[src/rtl/cache_pkg.sv]
// Types and widths shared by the cache controller and its memory-side line-transfer engine.
package cache_pkg;
  localparam int LINE_ADDR_W = 18;
  localparam int WORD_W      = 32;
  localparam int ADDR_W      = 24;

  typedef enum logic [1:0] {
    ST_IDLE = 2'd0,
    ST_WB   = 2'd1,
    ST_FILL = 2'd2,
    ST_DONE = 2'd3
  } cmi_state_t;
endpackage

[src/rtl/cache_mem_watchdog.sv]
// Ack-wait watchdog: counts consecutive stalled request cycles and flags the LIMIT-th one.
module cache_mem_watchdog #(
  parameter int  LIMIT = 255,
  localparam int CW    = $clog2(LIMIT + 1)
) (
  input  logic i_clk,
  input  logic i_rst_n,
  input  logic i_stall,
  input  logic i_clr,
  output logic o_timeout
);
  logic [CW-1:0] r_cnt;

  // Fires during the LIMIT-th consecutive stalled cycle so the state moves on at its end.
  assign o_timeout = i_stall && (r_cnt == CW'(LIMIT - 1));

  always_ff @(posedge i_clk or negedge i_rst_n) begin
    if (!i_rst_n) begin
      r_cnt <= '0;
    end else if (i_clr || !i_stall) begin
      r_cnt <= '0;
    end else begin
      r_cnt <= r_cnt + CW'(1);
    end
  end
endmodule

[src/rtl/cache_mem_if.sv]
// Line-transfer engine: optional dirty write-back burst, then line-fill burst, then mem_ready pulse.
// Optional ack-wait watchdog (mem_err) is built only when CMI_TIMEOUT_EN is defined.
module cache_mem_if
  import cache_pkg::*;
#(
  parameter int  BEATS = 16
`ifdef CMI_TIMEOUT_EN
  , parameter int TIMEOUT_CYCLES = 255
`endif
  , localparam int BW = $clog2(BEATS)
) (
  input  logic                   i_clk,
  input  logic                   i_rst_n,
  input  logic                   i_evict,
  input  logic                   i_write_back,
  input  logic                   i_allocate,
  input  logic [LINE_ADDR_W-1:0] i_victim_line,
  input  logic [LINE_ADDR_W-1:0] i_fill_line,
  output logic [BW-1:0]          o_cache_rd_beat,
  input  logic [WORD_W-1:0]      i_cache_rdata,
  output logic                   o_fill_we,
  output logic [BW-1:0]          o_fill_beat,
  output logic [WORD_W-1:0]      o_fill_data,
  output logic                   o_mem_req,
  output logic                   o_mem_we,
  output logic [ADDR_W-1:0]      o_mem_addr,
  output logic [WORD_W-1:0]      o_mem_wdata,
  input  logic                   i_mem_ack,
  input  logic [WORD_W-1:0]      i_mem_rdata,
  output logic                   o_mem_ready,
  output logic                   o_mem_err
);
  cmi_state_t             r_state, w_state_nxt;
  logic [BW-1:0]          r_beat, w_beat_nxt;
  logic                   r_wb_pend, w_wb_clr;
  logic [LINE_ADDR_W-1:0] r_victim;
  logic                   r_fill_we, r_err, w_err_set;
  logic [BW-1:0]          r_fill_beat;
  logic [WORD_W-1:0]      r_fill_data;
  logic                   w_req, w_last, w_timeout;
  logic [LINE_ADDR_W-1:0] w_line;

  assign w_req  = (r_state == ST_WB) || (r_state == ST_FILL);
  assign w_last = (r_beat == BW'(BEATS - 1));
  assign w_line = (r_state == ST_WB) ? r_victim : i_fill_line;

`ifdef CMI_TIMEOUT_EN
  cache_mem_watchdog #(.LIMIT(TIMEOUT_CYCLES)) u_wdog (
    .i_clk     (i_clk),
    .i_rst_n   (i_rst_n),
    .i_stall   (w_req && !i_mem_ack),
    .i_clr     (w_state_nxt != r_state),
    .o_timeout (w_timeout)
  );
`else
  assign w_timeout = 1'b0;
`endif

  always_comb begin
    w_state_nxt = r_state;
    w_beat_nxt  = r_beat;
    w_wb_clr    = 1'b0;
    w_err_set   = 1'b0;
    case (r_state)
      ST_IDLE: begin
        if (i_allocate) begin
          w_state_nxt = r_wb_pend ? ST_WB : ST_FILL;
          w_beat_nxt  = '0;
        end
      end
      ST_WB, ST_FILL: begin
        if (w_timeout) begin
          w_state_nxt = ST_DONE;
          w_wb_clr    = 1'b1;
          w_err_set   = 1'b1;
        end else if (i_mem_ack) begin
          w_beat_nxt = r_beat + BW'(1);
          if (w_last) begin
            w_state_nxt = (r_state == ST_WB) ? ST_FILL : ST_DONE;
            w_wb_clr    = (r_state == ST_WB);
          end
        end
      end
      ST_DONE: w_state_nxt = ST_IDLE;
    endcase
  end

  always_ff @(posedge i_clk or negedge i_rst_n) begin
    if (!i_rst_n) begin
      r_state     <= ST_IDLE;
      r_beat      <= '0;
      r_wb_pend   <= 1'b0;
      r_victim    <= '0;
      r_fill_we   <= 1'b0;
      r_fill_beat <= '0;
      r_fill_data <= '0;
      r_err       <= 1'b0;
    end else begin
      r_state   <= w_state_nxt;
      r_beat    <= w_beat_nxt;
      r_err     <= w_err_set;
      r_fill_we <= (r_state == ST_FILL) && i_mem_ack;
      if ((r_state == ST_FILL) && i_mem_ack) begin
        r_fill_beat <= r_beat;
        r_fill_data <= i_mem_rdata;
      end
      // Evict is only meaningful between transfers; mid-burst pulses are dropped.
      if ((r_state == ST_IDLE) && i_evict) begin
        r_wb_pend <= i_write_back;
        r_victim  <= i_victim_line;
      end else if (w_wb_clr) begin
        r_wb_pend <= 1'b0;
      end
    end
  end

  assign o_cache_rd_beat = r_beat;
  assign o_mem_req       = w_req;
  assign o_mem_we        = (r_state == ST_WB);
  assign o_mem_addr      = w_req ? ({w_line, {(ADDR_W-LINE_ADDR_W){1'b0}}}
                                    | {{(ADDR_W-BW-2){1'b0}}, r_beat, 2'b00}) : '0;
  assign o_mem_wdata     = (r_state == ST_WB) ? i_cache_rdata : '0;
  assign o_fill_we       = r_fill_we;
  assign o_fill_beat     = r_fill_beat;
  assign o_fill_data     = r_fill_data;
  assign o_mem_ready     = (r_state == ST_DONE);
  assign o_mem_err       = r_err;
endmodule

[config.mk]
export PLATFORM = sky130hd
export DESIGN_NAME = cache_mem_if
export DESIGN_NICKNAME = d
export VERILOG_FILES = /design/src/rtl/cache_pkg.sv /design/src/rtl/cache_mem_watchdog.sv /design/src/rtl/cache_mem_if.sv
export SDC_FILE = /design/constraint.sdc
export NUM_CORES = 1
export LEC_CHECK = 0
export CORE_ASPECT_RATIO = 0.5
export CORE_MARGIN = 4
export CORE_UTILIZATION = 37
export CTS_BUF_LIST = sky130_fd_sc_hd__clkbuf_8
export DETAILED_ROUTE_END_ITERATION = 10
export GPL_TIMING_DRIVEN = 1
export PLACE_DENSITY = 0.9
export SLEW_MARGIN = 10
export SYNTH_ARGS = -nofsm -noshare
export SYNTH_HDL_FRONTEND = slang
export SYNTH_SLANG_ARGS = --single-unit
export TNS_END_PERCENT = 1
[constraint.sdc]
create_clock -name i_clk -period 2.6 [get_ports i_clk]
set_input_delay 0.26 -clock i_clk [delete_from_list [all_inputs] [get_ports i_clk]]
set_output_delay 0.26 -clock i_clk [all_outputs]
set_load 0.02 [all_outputs]
# Word level (Yosys, flattened, before mapping)
# Index checks and enable logic that the tools add are counted.
[totals] regBits=62 inputBits=106 out_inout_bits=101 elab_cells=42
[classes] add_sub_neg=1 eq_ne=7 mux=17 bitwise_logic=1 n_reduce_logical=9
[op_table] operator="32-bit 2-to-1 mux" count=1
[op_table] operator="24-bit 2-to-1 mux" count=1
[op_table] operator="24-bit by 6-bit OR with 24-bit output" count=1
[op_table] operator="18-bit 2-to-1 mux" count=1
[op_table] operator="2-bit 2-to-1 mux" count=4
[op_table] operator="4-bit 2-to-1 mux" count=2
[op_table] operator="4-bit case mux with 2 select lines" count=1
[op_table] operator="1-bit 2-to-1 mux" count=6
[op_table] operator="2-bit != test (second input constant)" count=3
[op_table] operator="2-bit case mux with 3 select lines" count=1
[op_table] operator="3-bit AND reduction" count=2
[op_table] operator="4-bit by 1-bit adder with 4-bit output (second input constant)" count=1
[op_table] operator="2-bit == test (second input constant)" count=2
[op_table] operator="4-bit == test (second input constant)" count=1
[op_table] operator="2-bit nonzero test" count=2
[op_table] operator="2-bit by 1-bit == test with 1-bit output (second input constant)" count=1
[op_table] operator="1-bit logical AND" count=2
[op_table] operator="2-bit zero test" count=1
[op_table] operator="2-bit OR reduction" count=1
[op_table] operator="1-bit logical OR" count=1

# Depth between registers and ports, before layout
# Gate-level depths: netlist of the first run.
[logic_depth] depth_word=6 ltp_mapped=7 depth_no_buf=5

# Worst setup path after synthesis of the first run
# No wires, ideal clock.
[synth_timing] kind="reg-to-output" startpoint="reg r_state[1]" endpoint="out o_mem_addr[16]" arrival_ns=1.716 t_required_ns=2.340 path_slack_ns=0.624 path_stages_with_launch=6 n_path_buf=2 cell_sequence="dfrtp_1 -> inv_1 -> ha_1 -> buf_2 -> clkbuf_1 -> nor2b_1"
[synth_between] elab_cells_between_ends=6 classes_between="eq/ne: 2; mux: 2; bitwise: 1; reduce/logical: 1"
[synth_lines] element="from (decl)" line_no="cache_mem_if.sv:33" text="cmi_state_t r_state, w_state_nxt;"
[synth_lines] element="from (signal assigned)" line_no="cache_mem_if.sv:99" text="r_state <= w_state_nxt;"
[synth_lines] element="2-bit by 1-bit == test with 1-bit output / 2-bit == test (equally long branches)" line_no="cache_mem_if.sv:43" text="assign w_req = (r_state == ST_WB) || (r_state == ST_FILL);"
[synth_lines] element="1-bit logical OR *" line_no="cache_mem_if.sv:43"
[synth_lines] element="net o_mem_req" line_no="cache_mem_if.sv:24" text="output logic o_mem_req,"
[synth_lines] element="24-bit 2-to-1 mux *" line_no="cache_mem_if.sv:120" text="assign o_mem_addr = w_req ? ({w_line, {(ADDR_W-LINE_ADDR_W){1'b0}}}"
[synth_lines] element="to (decl)" line_no="cache_mem_if.sv:26" text="output logic [ADDR_W-1:0] o_mem_addr,"
# Mark *: on every way through the listed nets, which the timed path passes. The rest lies on a longest branch.

# Worst setup path after layout of the first run
[layout_timing] startpoint="reg r_state[0]" endpoint="out o_mem_addr[16]"
[layout_between] elab_chain_cells=4 elab_cells_between_ends=6 classes_between="eq/ne: 2; mux: 2; bitwise: 1; reduce/logical: 1"
[layout_lines] element="2-bit by 1-bit == test with 1-bit output" line_no="cache_mem_if.sv:43, cache_mem_if.sv:45"
[layout_lines] element="18-bit 2-to-1 mux" line_no="cache_mem_if.sv:45" text="assign w_line = (r_state == ST_WB) ? r_victim : i_fill_line;"
[layout_lines] element="24-bit by 6-bit OR with 24-bit output" line_no="cache_mem_if.sv:121" text="| {{(ADDR_W-BW-2){1'b0}}, r_beat, 2'b00}) : '0;"
[layout_lines] element="24-bit 2-to-1 mux *" line_no="cache_mem_if.sv:120"
# Every way passes the cells marked *; elsewhere a longest branch is shown, timed or not.

==> reports/results.ini, run 1 <==
[status]
status = finished clean

[layout]
drive_gt1_share_pct = 17.7
layout_common_cells = 187 x clkdlybuf4s50_1, 62 x dfrtp_1, 52 x mux2_2
seqCellArea_um2 = 1550
fin_cells = 580
final_area_um2 = 5560
multi_input_area_um2 = 1490
fin_nets = 576
final_common_cell = clkdlybuf4s50_1
antenna_cells = 0
nFillCells = 616
area_delta_synth_final_pct = 77.3

[worst_setup_path]
critPathCapture = o_mem_addr[16]
cp_cell_sequence = inv_1, ha_4, buf_12, nor2b_1, clkdlybuf4s50_1
max_stage_delay_ps = 610
crit_cells = 5
ff2ff_path_depth = 6
worstPathArrival_ps = 2200
critical_path_class = reg -> out
cp-startpoint = r_state[0]
critPathCaptureType = primary output
timing.rr.end = o_cache_rd_beat[3]
r2r-start = r_state[0]
path_max_fanout = 29
critPathTopFamily = buffers and inverters
r2r_slack_ps = 480
slowest_stage = clkdlybuf4s50_1
crit_required_ps = 2340
critPathLaunchType = flip-flop
path_buf_inv = 3

[power]
leakage_nw = 2.45
cellPowerDensity_nw_per_um2 = 1220
irDropWorstVdd_uv = 486

[timing]
grt_setup_unrepaired = no
period_needed_ps = 2460
fin_skew_ps = 6.62
fin_ws_ps = 144
tightest_slew_ps = 623
slew_viol_final = 0
setup_viol = 0
holdWs_ps = 460
hold_violations = 0
period_share_pct = 94.5
fin_tns_setup_ps = 0
max_freq_ghz = 0.407
max_slew_margin_pct = 58.4

[global_route]
grt_overflow = 0
grt_antenna_before_repair = 0
grt_pass1_vias = 3023
grt_use_total_pct = 20.2
grt_max_degree = 41
grt_first_pass_wirelength_mm = 15.8

[detailed_routing]
drt_iter0_markers = 92
first_pass_iters = 4
vias = 2748
drc = 0
ant_nets = 0
wl_mm = 10.2
routed_via_density = 4.74
wl_per_cell_um = 17.6

[floorplan]
die_h_um = 73.1
dieArea_um2 = 10100
rows = 23
start_util_pct = 38.6
core_area_um2 = 8120
dieWidth_um = 138
ioPinCount = 207

[place]
placedInstanceArea_um2 = 5280
dp_cells = 563
dp_slack_ps = 373
place_hpwl_mm = 7.87
io_buffers = 203
place_congestion = 0.850

[synthesis]
ys_seq_elements = 62
syn_area_per_cell_um2 = 12.2
async_reset_ff_share_pct = 100
synth_top_flop_cell = dfrtp_1
ys_warn_count = 0
syn_area_um2 = 3130
synth_cell_types = 33
synthCells = 257
synth_edf_count = 0
ys_seq_area_share_pct = 49.5

[clocking]
clk_pin_slew_worst_paths_ps = 70
cts.sink_count = 62
cts_tree = built
cts_max_path_buffers = 2
clockRootBuffer = clkbuf_8
clk_latency_ps = 350
htreeDepth = 3
cts-buffers-inserted = 9
postCtsSetupRepairBufs = 0

[min_path]
hp-class = in -> async

[run]
drv_cap = 0

[where the power goes]
group          internal [mW]  total [mW]  switching [mW]
Sequential              1.46        1.77           0.308
Combinational           2.18        4.16            1.98
Clock                  0.494       0.878           0.384
Total                   4.13        6.80            2.67
[registers in the layout, summed over array words and instances, names as in the netlist]
name             flops
o_fill_we            1
r_wb_pend            1
o_fill_beat          4
o_fill_data         32
r_victim            18
r_state              2
o_cache_rd_beat      4
[cells in the mapped netlist, types with 2 or more instances]
cell	count	area share, %
nand2b_1	4	0.80
dfrtp_1	62	50
a21oi_1	2	0.32
mux2i_1	21	6.7
and2_1	35	7.0
mux2_2	52	19
nor2b_1	18	3.6
a221o_1	2	0.64
inv_1	6	0.72
buf_4	3	0.72
nor2_1	2	0.24
nand2_1	6	0.72
ha_1	7	2.8
buf_2	7	1.1
nand3_1	5	0.80
o21ai_0	3	0.48
clkbuf_1	5	0.60
buf_6	2	0.72
[through the flow]
stage / util [%] / power [mW]
after floorplan: - / 4.02
after global placement: 65.1 / 5.85
after detailed placement: 65.1 / 5.94
after CTS: 67.8 / 6.87
after global routing: 68.5 / 7.19
final: 68.5 / 6.80
[routing by layer]
metal	share of wire (%)	global-route usage (%)	vias up
met5	0	0	-
met4	2.6	7.56	0
met3	5.5	7.20	26
met2	53	37.3	98
met1	39	21.7	1334
li1	-	-	1290
[cell type report]
cell class	instances	share of cell area, %
multi-input cells	174	26.9
well taps	112	2.52
clock inverters	5	1.01
clock buffers	11	2.73
flip-flops and latches	62	27.9
inverters	6	0.405
repair buffers	210	38.5
[timing repair]
| item | CTS | global route |
|---|---|---|
| endpoints found under the hold margin | 24 | 0 |
| hold buffers | 1 | 0 |
| setup endpoints to repair | 4 | 41 |
| resized for setup | 2 | 17 |
[how the worst min path moves through the flow]
stage,from,to,cells past startpoint
floorplan,i_rst_n,o_cache_rd_beat[0],0
global placement,i_rst_n,o_fill_data[21],1
detailed placement,i_rst_n,o_fill_data[21],1
CTS,i_write_back,r_wb_pend,3
global route,i_write_back,r_wb_pend,3
finish,i_rst_n,o_fill_data[0],2
[cells by family after synthesis]
| family | synth area share [%] |
|---|---|
| muxes | 25.8 |
| DFF | 49.5 |
| adders and majority gates | 2.80 |
| buffers and inverters | 3.87 |
| AOI/OAI and AO/OA | 2.76 |
| other | 0.120 |
| and+or+nand+nor | 15.2 |
Note: power is estimated with default switching activity, not from simulation.
==> inputs of run 2 (changes only) <==
- GPL_TIMING_DRIVEN: 1 -> unset
==> results of run 2 <==
The final DEF is identical to that of run 1; final timing and power are the same.
==> inputs of run 3 (changes only) <==
- HOLD_SLACK_MARGIN: unset -> 0.12
==> results of run 3 <==
The final DEF is identical to that of run 1; final timing and power are the same.
==> patch 1: new RTL, settings of run 1 <==
The option `CMI_TIMEOUT_EN` is turned on by a define.
--- a/src/rtl/cache_mem_if.sv
+++ b/src/rtl/cache_mem_if.sv
@@ -1,5 +1,7 @@
 // Line-transfer engine: optional dirty write-back burst, then line-fill burst, then mem_ready pulse.
 // Optional ack-wait watchdog (mem_err) is built only when CMI_TIMEOUT_EN is defined.
+`define CMI_TIMEOUT_EN
+
 module cache_mem_if
   import cache_pkg::*;
 #(
Function: no difference found for any inputs over 10 cycles, from zero or initial values and one cycle with i_rst_n low; that may be too few to reach the edited logic, so the function may still have changed.
==> patch 1 against run 1 <==
Combinational power decreased by 20%. Design area increased by 8.5%. Die area increased by 12%. Power decreased by 9.7%. Sequential cell count increased by 9. Non-clock buffer count increased by 1. Synthesized area increased by 13%. First-iteration DRC count increased by 18%. Via count increased by 12%. Worst setup slack improved by 0.0016 ns. Synthesized cell count increased by 18%. Largest cell class unchanged. Cell count increased by 8.8%. Routed wire length increased by 4.9%. Critical endpoint is now o_mem_wdata[6].
==> patch 1: results (changes against run 1) <==
[run_status]
status = finished clean  ; unchanged

[synthesis]
synth.avg_cell_area_um2 = 11.66  ; was 12.19 um2
seq_area_frac_synth_pct = 50.12  ; was 49.52%
synth-xor-area-share_pct = 1.730  ; was 0%
ys_types = 44  ; was 33
synth_compound_gate_area_share_pct = 5.365  ; was 2.756%
synth.area.mux_share_pct = 22.20  ; was 25.76%
synth_fa_ha_area_share_pct = 2.471  ; was 2.796%
synthTopCellsByCount = dfrtp_1, mux2_2, and2_1  ; unchanged

[layout]
drive_gt1_share_pct = 17.70  ; was 17.74%
fill_cells = 691  ; was 616
multi_input_cells = 208  ; was 174
clkbuf_count = 9  ; was 11
multi_input_area_share_pct = 27.65  ; was 26.87%
diodes = 0  ; unchanged
clock_area_share_pct = 3.487  ; was 3.739%
largest_reg_flops = 32  ; unchanged
num-nonclk-inverters = 9  ; was 6
buffer_area_share_pct = 36.18  ; was 38.54%
flops_and_latches = 71  ; was 62
final_nets = 623  ; was 576
buffers = 211  ; was 210
regArea_mm2 = 0.001779  ; was 0.001551 mm2

[critical_path]
reg2reg_depth = 7  ; was 6
slowest_delay_ns = 0.63  ; was 0.61 ns
endpoint = o_mem_wdata[6]  ; was o_mem_addr[16]
r2r-start = r_state[0]$_DFF_PN0_  ; was r_state[0]$_DFFE_PN0P_
rr_endpoint = u_wdog.r_cnt[1]$_DFF_PN0_  ; was o_cache_rd_beat[3]$_DFFE_PN0P_
crit_fanout = 51  ; was 29
r2r_slack_ns = 0.21  ; was 0.48 ns
crit_path_start = r_state[1]$_DFF_PN0_  ; was r_state[0]$_DFFE_PN0P_

[route]
first_iter_violations = 109  ; was 92
wl_mm = 10.69  ; was 10.19 mm
vias = 3071  ; was 2,748
route.met2.wl_mm = 5.600  ; was 5.437 mm
wl_met1_mm = 4.277  ; was 3.935 mm
dr_wl_met3_um = 573  ; was 557 um
wl_per_cell_um = 16.94  ; was 17.57 um

[grt]
grt.total_usage_pct = 18.77  ; was 20.16%
grt_max_degree = 52  ; was 41
grt_pass1_vias = 3259  ; was 3,023
grt_pass1_wl_mm = 17.01  ; was 15.84 mm
grt_use_met3_pct = 5.065  ; was 7.199%
use_met1_pct = 21.10  ; was 21.74%

[placement]
post_dp_cell_area_mm2 = 0.005714  ; was 0.005281 mm2
dp.cells = 612  ; was 563
post-place-ws_ns = 0.1316  ; was 0.3730 ns
hpwl_mm = 8.186  ; was 7.869 mm
place_congestion = 0.8109  ; was 0.8502
port_buffers = 204  ; was 203

[timing]
finalClockSkew_ns = 0.006562  ; was 0.006620 ns
maxSlewHeadroom_pct = 51.16  ; was 58.45%
hold_ws_ns = 0.4948  ; was 0.4596 ns
timing.final.crit_share_pct = 94.42  ; was 94.48%

[power_and_ir_drop]
ir_worst_vdd_uv = 571.4  ; was 485.6 uV
switching_share_pct = 38.14  ; was 39.30%
p_leak_nw = 2.745  ; was 2.451 nW

[min_path]
hp-class = flop to flop  ; was input pin to asynchronous set/reset pin

[floorplanning]
die_x_um = 146.4  ; was 138.1 um

==> patch 1: cell count changes after synthesis, sizes merged, moves of 3 or more <==
cell,run 1,this run
and3,0,3
nor2b,20,1
clkbuf,5,9
xnor2,0,4
nor3,0,5
dfrtp,62,71
nor2,2,21
xor2,0,3
nand2,7,13
a211oi,1,9
==> patch 1: through the flow <==
stage	util (%)	power, W
6_report	66.92	0.006141
5_1_grt	66.92	0.006512
4_1_cts	66.21	0.006220
3_5_place_dp	63.43	0.005170
3_3_place_gp	63.43	0.005079
2_1_floorplan	-	0.003635
==> patch 1: power by group through the flow <==
stage	clock network, W	logic, W	registers [W]
finish	0.000940	0.00333	0.00187
floorplan	0	0.00144	0.00220
CTS	0.000971	0.00338	0.00187
global route	0.00103	0.00355	0.00193
detailed placement	0	0.00329	0.00188
global placement	0	0.00322	0.00186
==> patch 1: timing repair <==
item                       CTS  global route
hold buffers                 1             0
buffers inserted             1             0
resized for setup            7            23
hold endpoints to repair    30             0
setup endpoints to repair   19            29
gates cloned                 2             0
==> patch 2: new RTL, config.mk and constraints of run 1 <==
Without the edit above. The 4 states of `cmi_state_t` get a one-hot encoding in 4 bits.
--- a/src/rtl/cache_pkg.sv
+++ b/src/rtl/cache_pkg.sv
@@ -4,11 +4,11 @@
   localparam int WORD_W      = 32;
   localparam int ADDR_W      = 24;
 
-  typedef enum logic [1:0] {
-    ST_IDLE = 2'd0,
-    ST_WB   = 2'd1,
-    ST_FILL = 2'd2,
-    ST_DONE = 2'd3
+  typedef enum logic [3:0] {
+    ST_IDLE = 4'b0001,
+    ST_WB   = 4'b0010,
+    ST_FILL = 4'b0100,
+    ST_DONE = 4'b1000
   } cmi_state_t;
 endpackage
 
Check against the original RTL: same outputs for any inputs over 10 cycles, from zero or initial values and one cycle with i_rst_n low; not proved beyond that.
==> patch 2 against run 1 <==
Cell count down 0.52%. Fmax down 1.8%. Design area down 1.9%. Worst setup slack worse by 0.045 ns. Global-route usage down 0.96 points. Routed wire length down 1.5%. Non-clock buffer count up 2. Worst hold slack worse by 0.38 ns. Via count up 1.3%. Synthesized area down 0.96%. Count of clock-buffer cells in the layout down 2. Sequential cell count up 2. Critical path type unchanged.
Power is left out: it rests on default switching activity, and per cell area and clock period it moved more than threefold.
==> patch 2: results (changes against run 1) <==
[run_status]
status = finished clean  ; unchanged

[layout]
drive_gt1_share_pct = 18.49  ; was 17.74%
fill_cells = 585  ; was 616
diodes = 0  ; unchanged
final_nets = 567  ; was 576
largest_reg_flops = 32  ; unchanged

[synthesis]
ys.flop_type = dfrtp_1  ; unchanged
synthTopCellsByCount = dfrtp_1, mux2_2, and2_1  ; unchanged
ys_types = 33  ; unchanged
yosysWarnings = 0  ; unchanged
seq_area_frac_synth_pct = 51.65  ; was 49.52%
async_flop_share_pct = 100.0  ; unchanged
synth_area_leaders = dfrtp_1, mux2_2, and2_1  ; unchanged

[clock_tree]
clk_pin_slew_worst_paths_ns = 0.07  ; about the same
clk_latency_ns = 0.35  ; about the same
cts_max_level = 3  ; unchanged
cts_buffers = 9  ; unchanged
cts_hold_buf = 0  ; was 1
clockRootBuffer = clkbuf_8  ; unchanged
clk_path_buf_depth = 2  ; unchanged

[timing]
worstMarginPinSlew_ns = 0.8282  ; was 0.6233 ns
finalClockSkew_ns = 0.006112  ; was 0.006620 ns

[placement]
hpwl_mm = 7.781  ; was 7.869 mm
post_dp_cell_area_mm2 = 0.005274  ; was 0.005281 mm2
port_buffers = 203  ; unchanged
place_congestion = 0.8410  ; was 0.8502

[grt]
antenna_found_initial = 0  ; unchanged
grt_pass1_vias = 2714  ; was 3,023
grt_pass1_wl_mm = 14.58  ; was 15.84 mm
grt_max_degree = 65  ; was 41
grt.total_usage_pct = 19.20  ; was 20.16%

[critical_path]
r2r-start = r_state[0]$_DFFE_PN1P_  ; was r_state[0]$_DFFE_PN0P_
reg2reg_depth = 4  ; was 6
crit_fanout = 39  ; was 29
r2r_slack_ns = 0.72  ; was 0.48 ns
rr_endpoint = r_state[2]$_DFFE_PN0P_  ; was o_cache_rd_beat[3]$_DFFE_PN0P_

[route]
wl_mm = 10.04  ; was 10.19 mm
drt_pass1_iterations = 4  ; unchanged
first_iter_violations = 118  ; was 92
vias = 2783  ; was 2,748

[min_path]
hp-class = input pin to asynchronous set/reset pin  ; unchanged

[patch 2: cell count changes after synthesis, sizes merged, moves of 3 or more]
cell    delta
clkbuf     +6
nor2       +4
and3       +5
o21ai      +4
a31oi      +4
or4b       +3
nand2b     -4
a22o      +18
ha         -6
mux2i     -17
nor2b     -20
[patch 2: per-stage QoR]
stage / hold slack (ns) / cells / setup slack (ns) / util [%]
2_1_floorplan: -0.03559 / 258 / 0.6946 / -
3_3_place_gp: 0.4651 / 561 / 0.4618 / 65.22
3_5_place_dp: 0.4745 / 561 / 0.4125 / 65.22
4_1_cts: 0.1049 / 577 / 0.01637 / 67.35
5_1_grt: 0.1503 / 577 / 0.005219 / 67.38
6_report: 0.08323 / 577 / 0.09875 / 67.38
[patch 2: what timing repair did]
action	CTS	global route
setup buffers	0	0
hold endpoints to repair	0	0
setup endpoints to repair	0	55
gates resized for setup	0	2
[patch 2: cells by family after synthesis]
| group | synth area share, % |
|---|---|
| other | 0.1209 |
| and+or+nand+nor | 14.15 |
| DFF | 51.65 |
| buffers and inverters | 4.113 |
| xor gates and xnor gates | 0.5646 |
| adders and majority gates | 0.4032 |
| muxes | 20.77 |
| AOI/OAI and AO/OA | 8.226 |
[patch 2: final cells by class]
type,instances,area [um2],share of cell area (%)
repair buffers,212,2120,38.90
flip-flops and latches,64,1605,29.46
multi-input cells,167,1389,25.49
well taps,112,140.1,2.572
clock buffers,9,123.9,2.273
clock inverters,7,48.80,0.8955
inverters,6,22.52,0.4133
[patch 2: how the worst max path moves through the flow]
stage                 endpoint  depth (start not counted)                   start  slack, ns
2_1_floorplan  o_mem_wdata[22]                          4  r_state[2]$_DFFE_PN0P_       0.69
3_3_place_gp    o_mem_addr[12]                          4  r_state[1]$_DFFE_PN0P_       0.46
3_5_place_dp    o_mem_addr[12]                          4  r_state[1]$_DFFE_PN0P_       0.41
4_1_cts         o_mem_addr[12]                          4  r_state[1]$_DFFE_PN0P_       0.02
5_1_grt         o_mem_addr[22]                          4  r_state[2]$_DFFE_PN0P_      0.005
6_report        o_mem_addr[12]                          4  r_state[2]$_DFFE_PN0P_        0.1
[patch 2: worst max-delay path, stage by stage (launching register included)]
cell and delay (ns):
dfrtp_2 0.50, nor4b_4 0.35, buf_12 0.23, a22o_1 0.18, clkdlybuf4s50_1 0.61
[patch 2: routing by layer]
layer	GRT usage (%)	share of wire [%]	up-vias
met3	6.474	7.8	23
li1	-	-	1305
met1	21.08	37	1351
met5	0	0	-
met4	7.854	2.6	0
met2	34.45	52	104
